[src/rtl/mem_arbiter_pkg.sv]
// Shared CPU package: default widths, arbiter FSM encoding and sizing helpers.
package mem_arbiter_pkg;

  localparam int ADDR_W_DEF       = 32;
  localparam int DATA_W_DEF       = 32;
  localparam int MAX_DATA_RUN_DEF = 3;

  localparam logic [1:0] ST_IDLE   = 2'd0;
  localparam logic [1:0] ST_I_RESP = 2'd1;
  localparam logic [1:0] ST_D_RESP = 2'd2;

  // Bits needed to count 0..max_run inclusive; never narrower than one bit.
  function automatic int run_cnt_w(input int max_run);
    return (max_run < 1) ? 1 : $clog2(max_run + 1);
  endfunction

endpackage

[src/rtl/mem_arbiter.sv]
// Fetch/data arbiter for one single-port SRAM: grant and SRAM drive are combinational, data_ok one cycle later.
// No internal queueing; a requester that is not granted simply holds its request, so throughput is one access per cycle.
module mem_arbiter
  import mem_arbiter_pkg::*;
#(
  parameter int ADDR_W       = ADDR_W_DEF,
  parameter int DATA_W       = DATA_W_DEF,
  parameter int MAX_DATA_RUN = MAX_DATA_RUN_DEF
) (
  input  logic                clk,
  input  logic                resetn,

  input  logic                inst_req,
  input  logic [ADDR_W-1:0]   inst_addr,
  output logic                inst_addr_ok,
  output logic                inst_data_ok,
  output logic [DATA_W-1:0]   inst_rdata,

  input  logic                data_req,
  input  logic                data_wr,
  input  logic [DATA_W/8-1:0] data_wstrb,
  input  logic [ADDR_W-1:0]   data_addr,
  input  logic [DATA_W-1:0]   data_wdata,
  output logic                data_addr_ok,
  output logic                data_data_ok,
  output logic [DATA_W-1:0]   data_rdata,

  output logic                sram_en,
  output logic [DATA_W/8-1:0] sram_wen,
  output logic [ADDR_W-1:0]   sram_addr,
  output logic [DATA_W-1:0]   sram_wdata,
  input  logic [DATA_W-1:0]   sram_rdata
);

  localparam int CNT_W = run_cnt_w(MAX_DATA_RUN);
  localparam logic [CNT_W-1:0] RUN_MAX = CNT_W'(MAX_DATA_RUN);

  logic [1:0]       state_q, state_d;
  logic [CNT_W-1:0] run_cnt_q, run_cnt_d;
  logic             inst_starved;
  logic             inst_gnt;
  logic             data_gnt;

  // Data normally wins; once it has taken MAX_DATA_RUN grants past a waiting
  // fetch, the fetch gets one turn. Grants are masked while reset is held so
  // every output is quiet during reset.
  always_comb begin
    inst_starved = inst_req && (run_cnt_q == RUN_MAX);
    data_gnt     = resetn && data_req && !inst_starved;
    inst_gnt     = resetn && inst_req && !data_gnt;
  end

  // Each RESP state lasts exactly one cycle, so the next state depends only
  // on this cycle's grant and a new grant is allowed from any state.
  always_comb begin
    state_d = ST_IDLE;
    if (inst_gnt) begin
      state_d = ST_I_RESP;
    end else if (data_gnt) begin
      state_d = ST_D_RESP;
    end
  end

  always_comb begin
    run_cnt_d = run_cnt_q;
    if (!inst_req || inst_gnt) begin
      run_cnt_d = '0;
    end else if (data_gnt && (run_cnt_q != RUN_MAX)) begin
      run_cnt_d = run_cnt_q + 1'b1;
    end
  end

  always_ff @(posedge clk or negedge resetn) begin
    if (!resetn) begin
      state_q   <= ST_IDLE;
      run_cnt_q <= '0;
    end else begin
      state_q   <= state_d;
      run_cnt_q <= run_cnt_d;
    end
  end

  always_comb begin
    sram_en      = inst_gnt || data_gnt;
    sram_wen     = '0;
    sram_addr    = '0;
    sram_wdata   = '0;
    inst_addr_ok = inst_gnt;
    data_addr_ok = data_gnt;
    if (data_gnt) begin
      sram_addr  = data_addr;
      sram_wdata = data_wdata;
      sram_wen   = data_wr ? data_wstrb : '0;
    end else if (inst_gnt) begin
      sram_addr  = inst_addr;
    end
  end

  // Response side: stores also get data_data_ok; rdata is zeroed off-response.
  always_comb begin
    inst_data_ok = (state_q == ST_I_RESP);
    data_data_ok = (state_q == ST_D_RESP);
    inst_rdata   = inst_data_ok ? sram_rdata : '0;
    data_rdata   = data_data_ok ? sram_rdata : '0;
  end

endmodule

[config.mk]
export PLATFORM = sky130hd
export DESIGN_NAME = mem_arbiter
export DESIGN_NICKNAME = d
export VERILOG_FILES = /design/src/rtl/mem_arbiter_pkg.sv /design/src/rtl/mem_arbiter.sv
export SDC_FILE = /design/constraint.sdc
export NUM_CORES = 1
export LEC_CHECK = 0
export CAP_MARGIN = 5
export CELL_PAD_IN_SITES_DETAIL_PLACEMENT = 0
export CELL_PAD_IN_SITES_GLOBAL_PLACEMENT = 1
export CORE_ASPECT_RATIO = 1.75
export CORE_UTILIZATION = 13
export CTS_CLUSTER_DIAMETER = 200
export DETAILED_ROUTE_END_ITERATION = 10
export MAX_ROUTING_LAYER = met4
export PLACE_DENSITY_LB_ADDON = 0.3
export SKIP_LAST_GASP = 1
export SLEW_MARGIN = 20
export SYNTH_ARGS = -nofsm -noshare
export SYNTH_HDL_FRONTEND = slang
export SYNTH_SLANG_ARGS = --single-unit
[constraint.sdc]
create_clock -name clk -period 1.9 [get_ports clk]
set_input_delay 0.57 -clock clk [delete_from_list [all_inputs] [get_ports clk]]
set_output_delay 0.57 -clock clk [all_outputs]
set_load 0.005 [all_outputs]
# Word-level counts from Yosys, hierarchy flattened

Cells that the tools add are included.

Add/subtract/negate cells: 1
Equal/unequal tests: 4
Muxes and demuxes: 11
Reduce and logical (&&, ||, !) cells: 12

Operators by type and width:

| cell                                                             | count |
|---|---|
| 32-bit two-way mux                                               | 5 |
| 2-bit two-way mux                                                | 4 |
| 4-bit two-way mux                                                | 2 |
| 1-bit logical AND                                                | 6 |
| 2-bit == test (second input constant)                            | 2 |
| 1-bit zero test                                                  | 3 |
| 2-bit by 1-bit adder with 2-bit output (second input constant)   | 1 |
| 2-bit by 1-bit == test with 1-bit output (second input constant) | 1 |
| 1-bit logical OR                                                 | 2 |
| 2-bit inequality test (second input constant)                    | 1 |
| 2-bit nonzero test                                               | 1 |

Register bits after elaboration: 4
Output and inout port bits: 137
Word-level logic and storage cells: 30

# Depth between registers and ports, before layout

Gate-level depths: netlist of run 1.

Depth after elaboration: 8
Mapped depth: 5
Depth with buffers taken out: 3

# Worst setup path after synthesis of run 1

No wires, ideal clock.

Path type: input port to output port
Start: input port resetn
End: output port sram_addr[0]
Data arrival time: 1.273 ns
Setup slack: 0.057 ns
Cell stages on the path: 4
Cell sequence: buf_2 clkbuf_1 nand2_1 o32ai_2

Longest elaborated chain between the ends: 6
Elaborated cells on any way between the ends: 7
Classes of those cells: mux (2); reduce/logical (5)

Ends and longest elaborated chain:

| item                            | line              | text |
|---|---|---|
| start, declared                 | mem_arbiter.sv:11 | `input logic resetn,` |
| 1-bit logical AND (2 in series) | mem_arbiter.sv:49 | `data_gnt = resetn && data_req && !inst_starved;` |
| 1-bit zero test                 | mem_arbiter.sv:50 | `inst_gnt = resetn && inst_req && !data_gnt;` |
| 1-bit logical AND               | mem_arbiter.sv:50 |  |
| 32-bit two-way mux              | mem_arbiter.sv:94 | `end else if (inst_gnt) begin` |
| 32-bit two-way mux *            | mem_arbiter.sv:90 | `if (data_gnt) begin` |
| end, declared                   | mem_arbiter.sv:30 | `output logic [ADDR_W-1:0] sram_addr,` |

Mark *: on every way between the ends. The rest lies on a longest branch, timed or not.

# Worst setup path after layout of run 1

Start: register run_cnt_q[0]
End: output port sram_wen[1]

Longest elaborated chain between the ends: 5

Ends and longest elaborated chain:

| item                   | line              | text |
|---|---|---|
| start, declared        | mem_arbiter.sv:39 | `logic [CNT_W-1:0] run_cnt_q, run_cnt_d;` |
| start signal, assigned | mem_arbiter.sv:79 | `run_cnt_q <= run_cnt_d;` |
| 2-bit == test          | mem_arbiter.sv:48 | `inst_starved = inst_req && (run_cnt_q == RUN_MAX);` |
| 1-bit logical AND      | mem_arbiter.sv:48 |  |
| 1-bit zero test        | mem_arbiter.sv:49 |  |
| 1-bit logical AND      | mem_arbiter.sv:49 |  |
| 4-bit two-way mux      | mem_arbiter.sv:90 |  |
| end, declared          | mem_arbiter.sv:29 | `output logic [DATA_W/8-1:0] sram_wen,` |

No other way between the ends.

==> results.tsv, run 1 <==
stage	metric	value	unit
power	Pleak	2.898	nW
detailed_routing	DRC	0	
timing	max_slew headroom	84.15	%
timing	Slew @ Worst Pin	237.8	ps
layout	Multi-input gate area	1884	um2
die	# IOs	274	
synthesis	Mapped Nets	386	
synthesis	post-synthesis sequential area ratio	5.567	%
detailed_routing	wire per inst	17.02	um
timing	RSZ-0062 raised after global routing	yes	
place	dpl hpwl	7955	um
power	Worst IR Drop VDD	0.1804	mV
timing	Max Fclk	438.8	MHz
global_route	initial antenna violation count	0	
die	Die Ht	157.6	um
cts	CTS tree	done	
worst_setup_path	critical path data required time	1330	ps
detailed_routing	initial drt markers	105	
layout	Area Growth Syn to Fin	232.1	%
cts	Num Clock Sinks	4	
timing	Final WS setup	-379.0	ps
synthesis	post-synthesis average cell area	7.250	um2
timing	setup TNS	-30940	ps
synthesis	flops & latches, synth	4	
cts	hold_buf cts	0	
place	placed cells	687	
timing	fin. max-slew vios	0	
outcome	failing checks	negative setup slack	
flow_run	Max Cap Viol	0	
global_route	global-route wire length before repair	17240	um
synthesis	cell area after synthesis	1798	um2
global_route	global route overflow	0	
die	die width	90.90	um
timing	minimum clock period	2279	ps
die	DIE AREA	14320	um2
worst_setup_path	Worst Path Max Fanout	4	
global_route	number of global-route vias before repair	3217	
layout	# fillers	1306	
detailed_routing	drt first pass iters	4	
timing	skew final	0.7789	ps
layout	Final nets	721	
global_route	largest net degree at the start of global routing	39	
worst_setup_path	Arr. time, crit path	1710	ps
cts	clk buf depth	2	
layout	ratio of cells with drive above 1 in the final layout	55.59	%
cts	clock-pin slew on the worst setup and hold paths	30	ps
layout	ant diodes	0	
timing	# setup viols final	136	
detailed_routing	ANT nets after route	0	
place	RD Place Congestion	0.7028	
worst_setup_path	Worst setup SP type	flip-flop	
worst_setup_path	CP Class	reg -> out	
outcome	status	finished, violations left	
die	Starting Density	13.36	%
die	core footprint	13450	um2
cts	H-tree depth	1	
timing	Final Hold Viols	0	
timing	Final period util	119.9	%
synthesis	Yosys warning count	0	
cts	Root Buffer	clkbuf_16	
detailed_routing	routed vias	3223	
detailed_routing	DRT Wirelength	12850	um
place	Place WS	-1433	ps
layout	fin util	44.38	%
die	FP Rows	56	
cts	clk_lat worst skew	220	ps
cts	CTS Buf Count	3	
worst_setup_path	CP endpoint kind	output port	
layout	FF+latch area	100.1	um2
power	PD cells	257.4	nW/um2
place	Port Buf Inserts	273	
min_path	Worst Hold Class	in -> async	
global_route	GR Util All Layers	15.94	%
synthesis	unique cell type count in the Yosys netlist	24	
synthesis	Synth Instances	248	
detailed_routing	Via density	4.269	
layout	final cell count without fillers	755	
[registers in the layout (all words and copies together) (netlist names)]
| signal | cells |
|---|---|
| run_cnt_q | 2 |
| state_q | 2 |
[area by class of cell]
cell class	count	area share, %
clock buffer	3	1.257
tap	174	3.646
sequential	4	1.676
inverter	1	0.06287
multi-input combinational	213	31.56
timing repair buffer	360	61.80
[cells in the mapped netlist (all sizes together)]
cell | instances | area [um2]
and3 | 32 | 200.2
o32ai | 32 | 498.0
and4 | 4 | 35.03
a21oi | 2 | 10.01
or4bb | 1 | 11.26
a21bo | 1 | 10.01
nand4b | 1 | 8.760
dfrtp | 4 | 100.1
nand2 | 65 | 244.0
buf | 18 | 141.4
inv | 1 | 3.750
ha | 1 | 12.51
o21a | 1 | 7.510
and2 | 65 | 406.6
clkbuf | 13 | 52.55
nor2b | 3 | 21.27
nor2 | 1 | 3.750
nand2b | 2 | 12.51
a21boi | 1 | 18.77
[cell usage in the layout (no fill, tap or decap), types with 2 or more instances in the layout]
cell             count
a21oi_1              2
and2_1              19
and2_4              46
and3_1              14
and3_4              18
and4_1               4
buf_12              16
buf_16               3
buf_2               54
buf_4               27
buf_6               92
buf_8                4
clkbuf_16            9
clkbuf_2            12
clkdlybuf4s50_1    130
dfrtp_1              4
dlygate4sd2_1        3
dlymetal6s2s_1      11
nand2_1             65
nand2b_1             2
nor2b_4              4
o32ai_2             23
o32ai_4              9
[power by group]
group	switching (W)	internal (W)	total, W	leakage [nW]
registers	0.00000334	0.0000893	0.0000926	0.0536
logic	0.000387	0.000724	0.00111	2.81
clock network	0.0000642	0.000269	0.000334	0.0370
[cell families after synthesis]
family | after synthesis | synth area share (%)
simple gates | 174 | 52.47
compound gates | 37 | 30.27
buf+inv | 32 | 11.00
flops | 4 | 5.567
fa+ha+maj | 1 | 0.6958
[routing by layer]
| layer | share of wire (%) | global-route usage [%] | wire, um | vias to the layer above |
|---|---|---|---|---|
| met5 | 0 | - | 0 | - |
| met4 | 0.92 | 3.779 | 118 | 0 |
| met3 | 5.9 | 2.161 | 754 | 4 |
| met2 | 60 | 33.33 | 7647 | 175 |
| met1 | 34 | 14.94 | 4327 | 1503 |
| li1 | - | - | - | 1541 |
[timing repair]
item	CTS	global route
setup buffers	47	12
setup endpoints to repair	138	137
gates resized for setup	508	198
pin swaps	16	48
cloned	11	7
[path summary, 6_finish.rpt]
check                      slack (ps)  cells past startpoint                      from                       end
min in group clk                  710                      3  run_cnt_q[1]$_DFFE_PN0P_  run_cnt_q[1]$_DFFE_PN0P_
max                              -380                      7  run_cnt_q[0]$_DFFE_PN0P_               sram_wen[1]
min reg2reg                       710                      3  run_cnt_q[1]$_DFFE_PN0P_  run_cnt_q[1]$_DFFE_PN0P_
max in group asynchronous        1370                      3                    resetn      state_q[1]$_DFF_PN0_
min                               410                      3                    resetn  run_cnt_q[1]$_DFFE_PN0P_
max reg2reg                       360                      5  run_cnt_q[0]$_DFFE_PN0P_  run_cnt_q[0]$_DFFE_PN0P_
[per-stage QoR]
stage / hold WS, ps / power, W / area (um2)
3_3_place_gp: 537.0 / 0.0009519 / 4802
4_1_cts: 426.6 / 0.001436 / 5518
5_1_grt: 423.6 / 0.001623 / 5971
2_1_floorplan: 274.4 / 0.0003718 / 1798
6_report: 410.1 / 0.001537 / 5971
3_5_place_dp: 553.3 / 0.0009581 / 4802
[critical path, cell delays in order (launching register included)]
cell,delay [ps]
dfrtp_1,410
ha_4,200
buf_6,120
a21boi_4,160
buf_6,160
clkbuf_16,130
and4_1,180
buf_2,120
Power figures use the tool's default switching activity.
==> inputs of run 2 (changes only) <==
--- a/config.mk
+++ b/config.mk
@@ -10,7 +10,7 @@
 export CELL_PAD_IN_SITES_GLOBAL_PLACEMENT = 1
 export CORE_ASPECT_RATIO = 1.75
 export CORE_UTILIZATION = 13
-export CTS_CLUSTER_DIAMETER = 200
+export CTS_CLUSTER_DIAMETER = 100
 export DETAILED_ROUTE_END_ITERATION = 10
 export MAX_ROUTING_LAYER = met4
 export PLACE_DENSITY_LB_ADDON = 0.3
==> results of run 2 <==
Same layout as run 1: the final DEF is identical, and so are final timing and power.
==> inputs of run 3 (changes only) <==
--- a/config.mk
+++ b/config.mk
@@ -11,6 +11,7 @@
 export CORE_ASPECT_RATIO = 1.75
 export CORE_UTILIZATION = 13
 export CTS_CLUSTER_DIAMETER = 100
+export CTS_CLUSTER_SIZE = 14
 export DETAILED_ROUTE_END_ITERATION = 10
 export MAX_ROUTING_LAYER = met4
 export PLACE_DENSITY_LB_ADDON = 0.3
==> results of run 3 <==
Same layout as run 1: the final DEF is identical, and so are final timing and power.
